===== config.mk =====
export PLATFORM = sky130hd
export DESIGN_NAME = vscale_hasti_arbiter
export DESIGN_NICKNAME = d
export VERILOG_FILES = /design/src/rtl/vscale_hasti_arbiter.sv
export SDC_FILE = /design/constraint.sdc
export NUM_CORES = 1
export LEC_CHECK = 0
export ABC_AREA = 1
export CAP_MARGIN = 20
export CELL_PAD_IN_SITES_DETAIL_PLACEMENT = 1
export CELL_PAD_IN_SITES_GLOBAL_PLACEMENT = 2
export CORE_ASPECT_RATIO = 1.4
export CORE_MARGIN = 8
export CORE_UTILIZATION = 21
export CTS_BUF_LIST = sky130_fd_sc_hd__clkbuf_16
export DETAILED_ROUTE_END_ITERATION = 8
export PLACE_DENSITY_LB_ADDON = 0.1
export SYNTH_ARGS = -nofsm -noshare
export SYNTH_HDL_FRONTEND = slang
export SYNTH_SLANG_ARGS = --single-unit

===== constraint.sdc =====
create_clock -name hclk -period 3.6 [get_ports hclk]
set_input_delay 0.36 -clock hclk [delete_from_list [all_inputs] [get_ports hclk]]
set_output_delay 0.36 -clock hclk [all_outputs]
set_load 0.01 [all_outputs]

===== src/rtl/vscale_hasti_arbiter.sv =====
// N-port AHB-Lite (HASTI) arbiter: merges several upstream masters onto one
// downstream master port. Losing address phases are parked in a per-port
// holding register and reissued later; upstream sees only wait states.
// Optional feature: define HASTI_ARB_LOCK_EN to honour hmastlock sequences.
module vscale_hasti_arbiter #(
    parameter int unsigned N_PORTS  = 2,
    parameter int unsigned ARB_MODE = 0
) (
    input  logic                   hclk,
    input  logic                   hresetn,
    input  logic [32*N_PORTS-1:0]  up_haddr,
    input  logic [N_PORTS-1:0]     up_hwrite,
    input  logic [3*N_PORTS-1:0]   up_hsize,
    input  logic [3*N_PORTS-1:0]   up_hburst,
    input  logic [N_PORTS-1:0]     up_hmastlock,
    input  logic [4*N_PORTS-1:0]   up_hprot,
    input  logic [2*N_PORTS-1:0]   up_htrans,
    input  logic [32*N_PORTS-1:0]  up_hwdata,
    output logic [31:0]            up_hrdata,
    output logic [N_PORTS-1:0]     up_hready,
    output logic [N_PORTS-1:0]     up_hresp,
    output logic [31:0]            haddr,
    output logic                   hwrite,
    output logic [2:0]             hsize,
    output logic [2:0]             hburst,
    output logic                   hmastlock,
    output logic [3:0]             hprot,
    output logic [1:0]             htrans,
    output logic [31:0]            hwdata,
    input  logic [31:0]            hrdata,
    input  logic                   hready,
    input  logic                   hresp
);

    localparam int unsigned PW = (N_PORTS > 1) ? $clog2(N_PORTS) : 1;
    localparam logic [1:0] HTRANS_IDLE   = 2'b00;
    localparam logic [1:0] HTRANS_NONSEQ = 2'b10;
    localparam logic [2:0] HBURST_SINGLE = 3'b000;

    logic [31:0]        in_addr  [N_PORTS];
    logic [31:0]        in_wdata [N_PORTS];
    logic [2:0]         in_size  [N_PORTS];
    logic [3:0]         in_prot  [N_PORTS];

    logic [N_PORTS-1:0] held_valid;
    logic [31:0]        held_addr [N_PORTS];
    logic [2:0]         held_size [N_PORTS];
    logic [3:0]         held_prot [N_PORTS];
    logic [N_PORTS-1:0] held_write;
    logic [N_PORTS-1:0] held_lock;

    logic               dp_valid;
    logic [PW-1:0]      dp_owner;
    logic [PW-1:0]      last_grant;

    logic [N_PORTS-1:0] live;
    logic [N_PORTS-1:0] cand;
    logic               gnt_valid;
    logic [PW-1:0]      gnt_idx;
    logic [PW-1:0]      rr_idx;
    logic               sel_lock;

`ifdef HASTI_ARB_LOCK_EN
    logic               lock_active;
    logic [PW-1:0]      lock_owner;
`endif

    // Per-port slices of the flattened upstream buses; a live request is a
    // NONSEQ/SEQ seen while that port's HREADYOUT is high.
    for (genvar gi = 0; gi < N_PORTS; gi++) begin : g_unpack
        assign in_addr[gi]  = up_haddr[32*gi +: 32];
        assign in_wdata[gi] = up_hwdata[32*gi +: 32];
        assign in_size[gi]  = up_hsize[3*gi +: 3];
        assign in_prot[gi]  = up_hprot[4*gi +: 4];
        assign live[gi]     = up_htrans[2*gi+1] & up_hready[gi];
    end

    assign cand      = held_valid | live;
    assign up_hrdata = hrdata;
    assign hwdata    = dp_valid ? in_wdata[dp_owner] : 32'h0;

    // Upstream ready/response: data-phase owner follows the slave, a port
    // with a parked request stalls, everyone else is ready.
    always_comb begin
        up_hready = '1;
        up_hresp  = '0;
        for (int i = 0; i < int'(N_PORTS); i++) begin
            if (dp_valid && dp_owner == PW'(i)) begin
                up_hready[i] = hready;
                up_hresp[i]  = hresp;
            end else if (held_valid[i]) begin
                up_hready[i] = 1'b0;
            end
        end
    end

    // Arbitration: only on hready cycles and never while in reset.
    always_comb begin
        gnt_valid = 1'b0;
        gnt_idx   = '0;
        rr_idx    = '0;
        if (hready && hresetn) begin
            if (ARB_MODE == 0) begin
                for (int unsigned k = 1; k <= N_PORTS; k++) begin
                    rr_idx = PW'((32'(last_grant) + k) % N_PORTS);
                    if (!gnt_valid && cand[rr_idx]) begin
                        gnt_valid = 1'b1;
                        gnt_idx   = rr_idx;
                    end
                end
            end else begin
                for (int i = int'(N_PORTS) - 1; i >= 0; i--) begin
                    if (cand[i]) begin
                        gnt_valid = 1'b1;
                        gnt_idx   = PW'(i);
                    end
                end
            end
`ifdef HASTI_ARB_LOCK_EN
            if (lock_active) begin
                gnt_valid = cand[lock_owner];
                gnt_idx   = lock_owner;
            end
`endif
        end
    end

    // Downstream address phase from the parked or live request of the winner.
    always_comb begin
        haddr     = '0;
        hwrite    = 1'b0;
        hsize     = '0;
        hprot     = '0;
        htrans    = HTRANS_IDLE;
        hburst    = HBURST_SINGLE;
        hmastlock = 1'b0;
        sel_lock  = 1'b0;
        if (gnt_valid) begin
            htrans = HTRANS_NONSEQ;
            if (held_valid[gnt_idx]) begin
                haddr    = held_addr[gnt_idx];
                hwrite   = held_write[gnt_idx];
                hsize    = held_size[gnt_idx];
                hprot    = held_prot[gnt_idx];
                sel_lock = held_lock[gnt_idx];
            end else begin
                haddr    = in_addr[gnt_idx];
                hwrite   = up_hwrite[gnt_idx];
                hsize    = in_size[gnt_idx];
                hprot    = in_prot[gnt_idx];
                sel_lock = up_hmastlock[gnt_idx];
            end
`ifdef HASTI_ARB_LOCK_EN
            hmastlock = sel_lock;
`endif
        end
    end

    // Data-phase ownership and round-robin pointer advance on hready.
    always_ff @(posedge hclk or negedge hresetn) begin
        if (!hresetn) begin
            dp_valid   <= 1'b0;
            dp_owner   <= '0;
            last_grant <= PW'(N_PORTS - 1);
        end else if (hready) begin
            dp_valid <= gnt_valid;
            dp_owner <= gnt_idx;
            if (gnt_valid) begin
                last_grant <= gnt_idx;
            end
        end
    end

    // Holding registers: park a live request that lost, release on grant.
    always_ff @(posedge hclk or negedge hresetn) begin
        if (!hresetn) begin
            held_valid <= '0;
            held_write <= '0;
            held_lock  <= '0;
            for (int i = 0; i < int'(N_PORTS); i++) begin
                held_addr[i] <= '0;
                held_size[i] <= '0;
                held_prot[i] <= '0;
            end
        end else begin
            for (int i = 0; i < int'(N_PORTS); i++) begin
                if (gnt_valid && gnt_idx == PW'(i)) begin
                    held_valid[i] <= 1'b0;
                end else if (live[i]) begin
                    held_valid[i] <= 1'b1;
                    held_addr[i]  <= in_addr[i];
                    held_write[i] <= up_hwrite[i];
                    held_size[i]  <= in_size[i];
                    held_prot[i]  <= in_prot[i];
                    held_lock[i]  <= up_hmastlock[i];
                end
            end
        end
    end

`ifdef HASTI_ARB_LOCK_EN
    // Lock tracking: a locked grant pins the bus until the owner goes
    // unlocked or idle on a ready cycle.
    always_ff @(posedge hclk or negedge hresetn) begin
        if (!hresetn) begin
            lock_active <= 1'b0;
            lock_owner  <= '0;
        end else if (hready) begin
            if (lock_active) begin
                if (!gnt_valid || !sel_lock) begin
                    lock_active <= 1'b0;
                end
            end else if (gnt_valid && sel_lock) begin
                lock_active <= 1'b1;
                lock_owner  <= gnt_idx;
            end
        end
    end
`endif

    // Inputs the arbiter deliberately ignores (burst type, htrans[0]).
    logic unused_bits;
    assign unused_bits = ^{up_hburst, up_htrans, sel_lock, last_grant};

endmodule


-- After elaboration in Yosys (flattened, before gate mapping)
Index checks and enable logic that the tools add are counted.
- register bits after elaboration: 85
- input bits: 192
- output and inout port bits: 114
- word-level logic and storage cells: 99
- add/sub/neg operators: 2
- order comparisons: 5
- mux-type cells: 58
- bitwise gates (word level): 9
- reductions and logical operators: 12
- operator list (operator ; number):
    2-to-1 mux 32 bit ; 12
    2-to-1 mux 4 bit ; 8
    2-to-1 mux 1 bit ; 29
    2-to-1 mux 3 bit ; 8
    logical AND 1 bit ; 6
    < comparator 1 x 2 -> 1 bit (second input constant) ; 3
    AND reduction 2 bit ; 3
    >= comparator 2 bit (second input constant) ; 2
    inverter 1 bit ; 4
    inverter 1 -> 2 bit ; 2
    nonzero test 2 bit ; 2
    adder 1 bit (second input constant) ; 2
    bitwise AND 1 bit ; 2
    2-to-1 mux 2 bit ; 1
    bitwise OR 2 bit ; 1
    zero test 1 bit ; 1

-- Logic depth before layout (Yosys ltp)
- depth after elaboration: 19
- depth in mapped cells: 14
- depth with buffers taken out: 12

-- Least setup slack after synthesis
Ideal clock, no wire load.
- kind: reg-to-output
- start point: register dp_valid
- end point: output haddr[23]
- data arrival time: 1.536 ns
- data required time: 3.240 ns
- path slack: 1.704 ns
- cell stages (with the launch flop): 15
- buffers on the path: 3
- path through: dfrtp_1 buf_4 nand2_1 nand2_1 nand3_2 nand2_2 nand2_4 nand2_4 buf_6 buf_6 nand2_1 nand2_1 nand2_1 nand2_1 nor2_1
- longest elaborated chain between the ends: 18
- elaborated cells between the ends (all ways): 31
- those cells by class: 23 x mux; 4 x bitwise; 4 x reduce/logical
- RTL lines (element ; line ; RTL):
    start, declared ; 52 ; logic dp_valid;
    start signal, assigned ; 166 ; dp_valid <= gnt_valid;
    logical AND 1 bit ; 88 ; if (dp_valid && dp_owner == PW'(i)) begin
    2-to-1 mux 1 bit ; 88 ;
    bitwise AND 1 bit ; 75 ; assign live[gi] = up_htrans[2*gi+1] & up_hready[gi];
    bitwise OR 2 bit * ; 78 ; assign cand = held_valid | live;
    2-to-1 mux 1 bit (implied by the code) (2 in series) ; 106 ; if (!gnt_valid && cand[rr_idx]) begin
    2-to-1 mux 1 bit ; 106 ;
    2-to-1 mux 1 bit ; 102 ; if (hready && hresetn) begin
    zero test 1 bit ; 106 ;
    logical AND 1 bit ; 106 ;
    2-to-1 mux 1 bit ; 106 ;
    2-to-1 mux 1 bit ; 102 ;
    inverter 1 -> 2 bit (implied by the code) ; 141, 147 ;
    2-to-1 mux 32 bit, on equally long branches (3 in series) ; 147, 141 ;
    2-to-1 mux 32 bit ; 140 ; if (held_valid[gnt_idx]) begin
    2-to-1 mux 32 bit * ; 138 ; if (gnt_valid) begin
    end, declared ; 22 ; output logic [31:0] haddr,
Every way passes the cells marked *; elsewhere a longest branch is shown, timed or not. The select of a mux whose other input is x is not followed.

-- Final worst setup path
- start point: input hready
- end point: output haddr[19]
- longest elaborated chain between the ends: 17
- elaborated cells between the ends (all ways): 30
- those cells by class: 23 x mux; 4 x bitwise; 3 x reduce/logical
- RTL lines (element ; line ; RTL):
    start, declared ; 31 ; input logic hready,
    2-to-1 mux 1 bit ; 88 ;
    bitwise AND 1 bit ; 75 ;
    bitwise OR 2 bit ; 78 ;
    2-to-1 mux 1 bit (implied by the code) (2 in series) ; 106 ;
    2-to-1 mux 1 bit ; 106 ;
    2-to-1 mux 1 bit ; 102 ;
    zero test 1 bit ; 106 ;
    logical AND 1 bit ; 106 ;
    2-to-1 mux 1 bit ; 106 ;
    2-to-1 mux 1 bit ; 102 ;
    inverter 1 -> 2 bit (implied by the code) ; 141, 147 ;
    2-to-1 mux 32 bit, on equally long branches (3 in series) ; 147, 141 ;
    2-to-1 mux 32 bit ; 140 ;
    2-to-1 mux 32 bit * ; 138 ;
Marked as above.

==> key figures <==
Status
  • Run status: finished clean

Logic synthesis
  • Ranking of synthesized cells by area: dfrtp_1, nand2_1, nand3_1, buf_4, inv_1
  • Seq/Total Area, Yosys: 35.04%
  • Synth top area share: 34.60%
  • Netlist Area Pre-Place: 0.006075 mm²
  • Synth Warn #: 0
  • Syn Area/Cell: 6.038 µm²
  • Flip-flop and latch count after synthesis: 85
  • Largest family of logic cells by synthesized area: simple AND/OR/NAND/NOR gates
  • Synth Instances: 1006
  • Post-Synth XOR/XNOR Area: 0%
  • Most common cell in the synthesized netlist: nand2_1
  • Post-synth cell types: 21
  • Post-synth EDFFs: 0
  • Simple-gate share of the synthesized area: 44.98%
  • Most common flop cell mapped by yosys: dfrtp_1
  • Synth Area in Compound Gates: 4.016%
  • Async SR Flop Fraction: 100.0%
  • Adder-cell share of the synthesized area: 0%
  • Post-synth top cells: nand2_1, nand3_1, inv_1
  • Largest area contributor in the netlist: dfrtp_1
  • Post-synthesis mux area share: 0%

Global route
  • Vias in the first global route: 6993
  • Total gr overflow: 0
  • Busiest grt layer: met2
  • GR met3 Demand/Resource: 2.909%
  • Initial antenna violation count: 0
  • Global-route wire length before repair: 41700 µm
  • GR Util met2: 26.06%
  • Largest net degree at the start of global routing: 59
  • Tot GR Track Use: 15.23%
  • Met1 usage: 19.32%

Clocking
  • # clock sinks: 85
  • Clock tree buffer depth: 2
  • TritonCTS Buffers: 9
  • Later-pin clock latency in the skew report: 0.35 ns
  • Post-CTS Resized: 0
  • CTS clk-pin slew, worst paths: 0.07 ns
  • H-tree levels: 3
  • CTS tree: done
  • Postcts setup bufs: 0
  • CTS Hold Bufs: 0
  • Root buffer cell: clkbuf_16

Die
  • Die Y: 217.2 µm
  • DIE WIDTH: 159.7 µm
  • Starting Density: 21.38%
  • Die area: 0.03470 mm²
  • Top-level I/O count: 306
  • Std cell rows: 73
  • Core area: 0.02841 mm²

Timing
  • Maximum clock rate: 305.1 MHz
  • Setup TNS: 0 ns
  • Fin. max-slew vios: 0
  • Final hold violation count: 0
  • Skew final: 0.007556 ns
  • Tcrit/Tclk final: 91.05%
  • RSZ-0062 raised after global routing: no
  • Final setup viols: 0
  • Final hold slack: 0.04774 ns
  • Slew @ Worst Pin: 0.8271 ns
  • Fin crit period: 3.278 ns
  • Slew headroom: 44.86%

Route
  • Remaining antenna violation count: 0
  • DRT iter0 DRCs: 341
  • DR WL/cell: 16.92 µm
  • Via count: 6599
  • First-pass DRT Iterations: 4
  • DR vias/cell: 4.255
  • DRC: 0
  • Post-Route WL: 26240 µm

Critical path
  • Crit start category: primary input
  • Worst setup EP type: primary output
  • CP Launch Point: hready
  • Reg-to-reg startpoint: dp_valid
  • Data required, critical path: 3.24 ns
  • Critical path peak fanout: 17
  • CP Data Arrival Time: 2.92 ns
  • Setup CP Type: in2out

Finish
  • Nets: 1363
  • FF+latch area: 0.002128 mm²
  • Layout fillers: 3599
  • Post-layout instance area: 0.008865 mm²
  • Multi-input combinational cell area: 0.003008 mm²
  • Post-layout util: 31.21%
  • Share of cells above drive strength 1: 4.847%
  • Diodes inserted: 0
  • Area grow syn2layout: 45.93%

Worst hold path
  • Type of the most critical hold path: in2async

Place
  • Post-DP Area: 0.008502 mm²
  • IO buf count: 226
  • HPWL Detailed: 18310 µm
  • Gpl congestion: 0.7146

Flow run
  • Max_cap viols: 0

Power and ir drop
  • Total power: 6025 µW
  • PwrDens: 679.6 mW/mm²
  • Peak VDD IR: 0.0002561 V
  • Leakage: 0.004616 µW
-- sequential cells by signal, summed over array words and instances (netlist names) --
| name | cells |
|---|---|
| dp_owner | 1 |
| dp_valid | 1 |
| held_addr | 64 |
| held_prot | 8 |
| held_size | 6 |
| held_valid | 2 |
| held_write | 2 |
| last_grant | 1 |
-- logic make-up after synthesis --
logic type / count (synthesis)
simple gates: 680
buf+inv: 194
flops: 85
compound gates: 46
other cells: 1
-- cell type report --
type | instances | area share, %
clock buffer | 9 | 2.541
clock inverter | 7 | 1.553
sequential | 85 | 24.01
tap | 375 | 5.293
multi-input combinational | 731 | 33.93
timing repair buffer | 251 | 28.74
inverter | 93 | 3.938
-- routing by layer --
| layer | routed length (µm) | vias up |
|---|---|---|
| met5 | 0 | - |
| met4 | 307 | 0 |
| met3 | 1138 | 17 |
| met2 | 12550 | 179 |
| met1 | 12240 | 3073 |
| li1 | - | 3330 |
-- worst max-delay path, stage by stage --
cell             delay [ns]
clkdlybuf4s50_1        0.59
inv_2                  0.06
nand3_1                0.10
nand3_2                0.11
nand2_2                0.10
nand2_4                0.07
nand2_4                0.13
nand2_1                0.11
nand2_4                0.23
buf_12                 0.20
nor2_1                 0.06
nor2_1                 0.19
clkdlybuf4s50_1        0.59
-- through the flow --
| stage | instances | setup WS [ns] |
|---|---|---|
| 2_1_floorplan | 1010 | 1.704 |
| 3_3_place_gp | 1535 | 0.2722 |
| 3_5_place_dp | 1535 | 0.2392 |
| 4_1_cts | 1551 | 0.2374 |
| 5_1_grt | 1551 | 0.1201 |
| 6_report | 1551 | 0.3222 |
-- placed cells by master (no fill, tap or decap), drive strengths merged --
master         instances
dfstp                  1
buf                   26
a21oi                  2
nand2                482
inv                   93
clkdlybuf4s50        225
o211ai                 1
o21ai                 43
nand3                116
nor2                  82
clkbuf                 9
bufinv                 4
conb                   5
dfrtp                 84
clkinv                 3
-- path summary, 6_finish.rpt --
path | slack [ns] | endpoint | cells past startpoint
max reg2reg | 1.36 | held_addr[4] | 9
min in group hclk | 0.47 | held_size[3] | 2
min | 0.05 | dp_valid | 2
max | 0.32 | haddr[19] | 13
min reg2reg | 0.47 | held_size[3] | 2
max in group asynchronous | 2.39 | held_addr[16] | 3
-- report_power, final --
part,switching [µW],internal [µW]
combinational,1860,1370
clock,413,747
sequential,226,1400
total,2500,3520
Note: power is estimated with default switching activity, not from simulation.
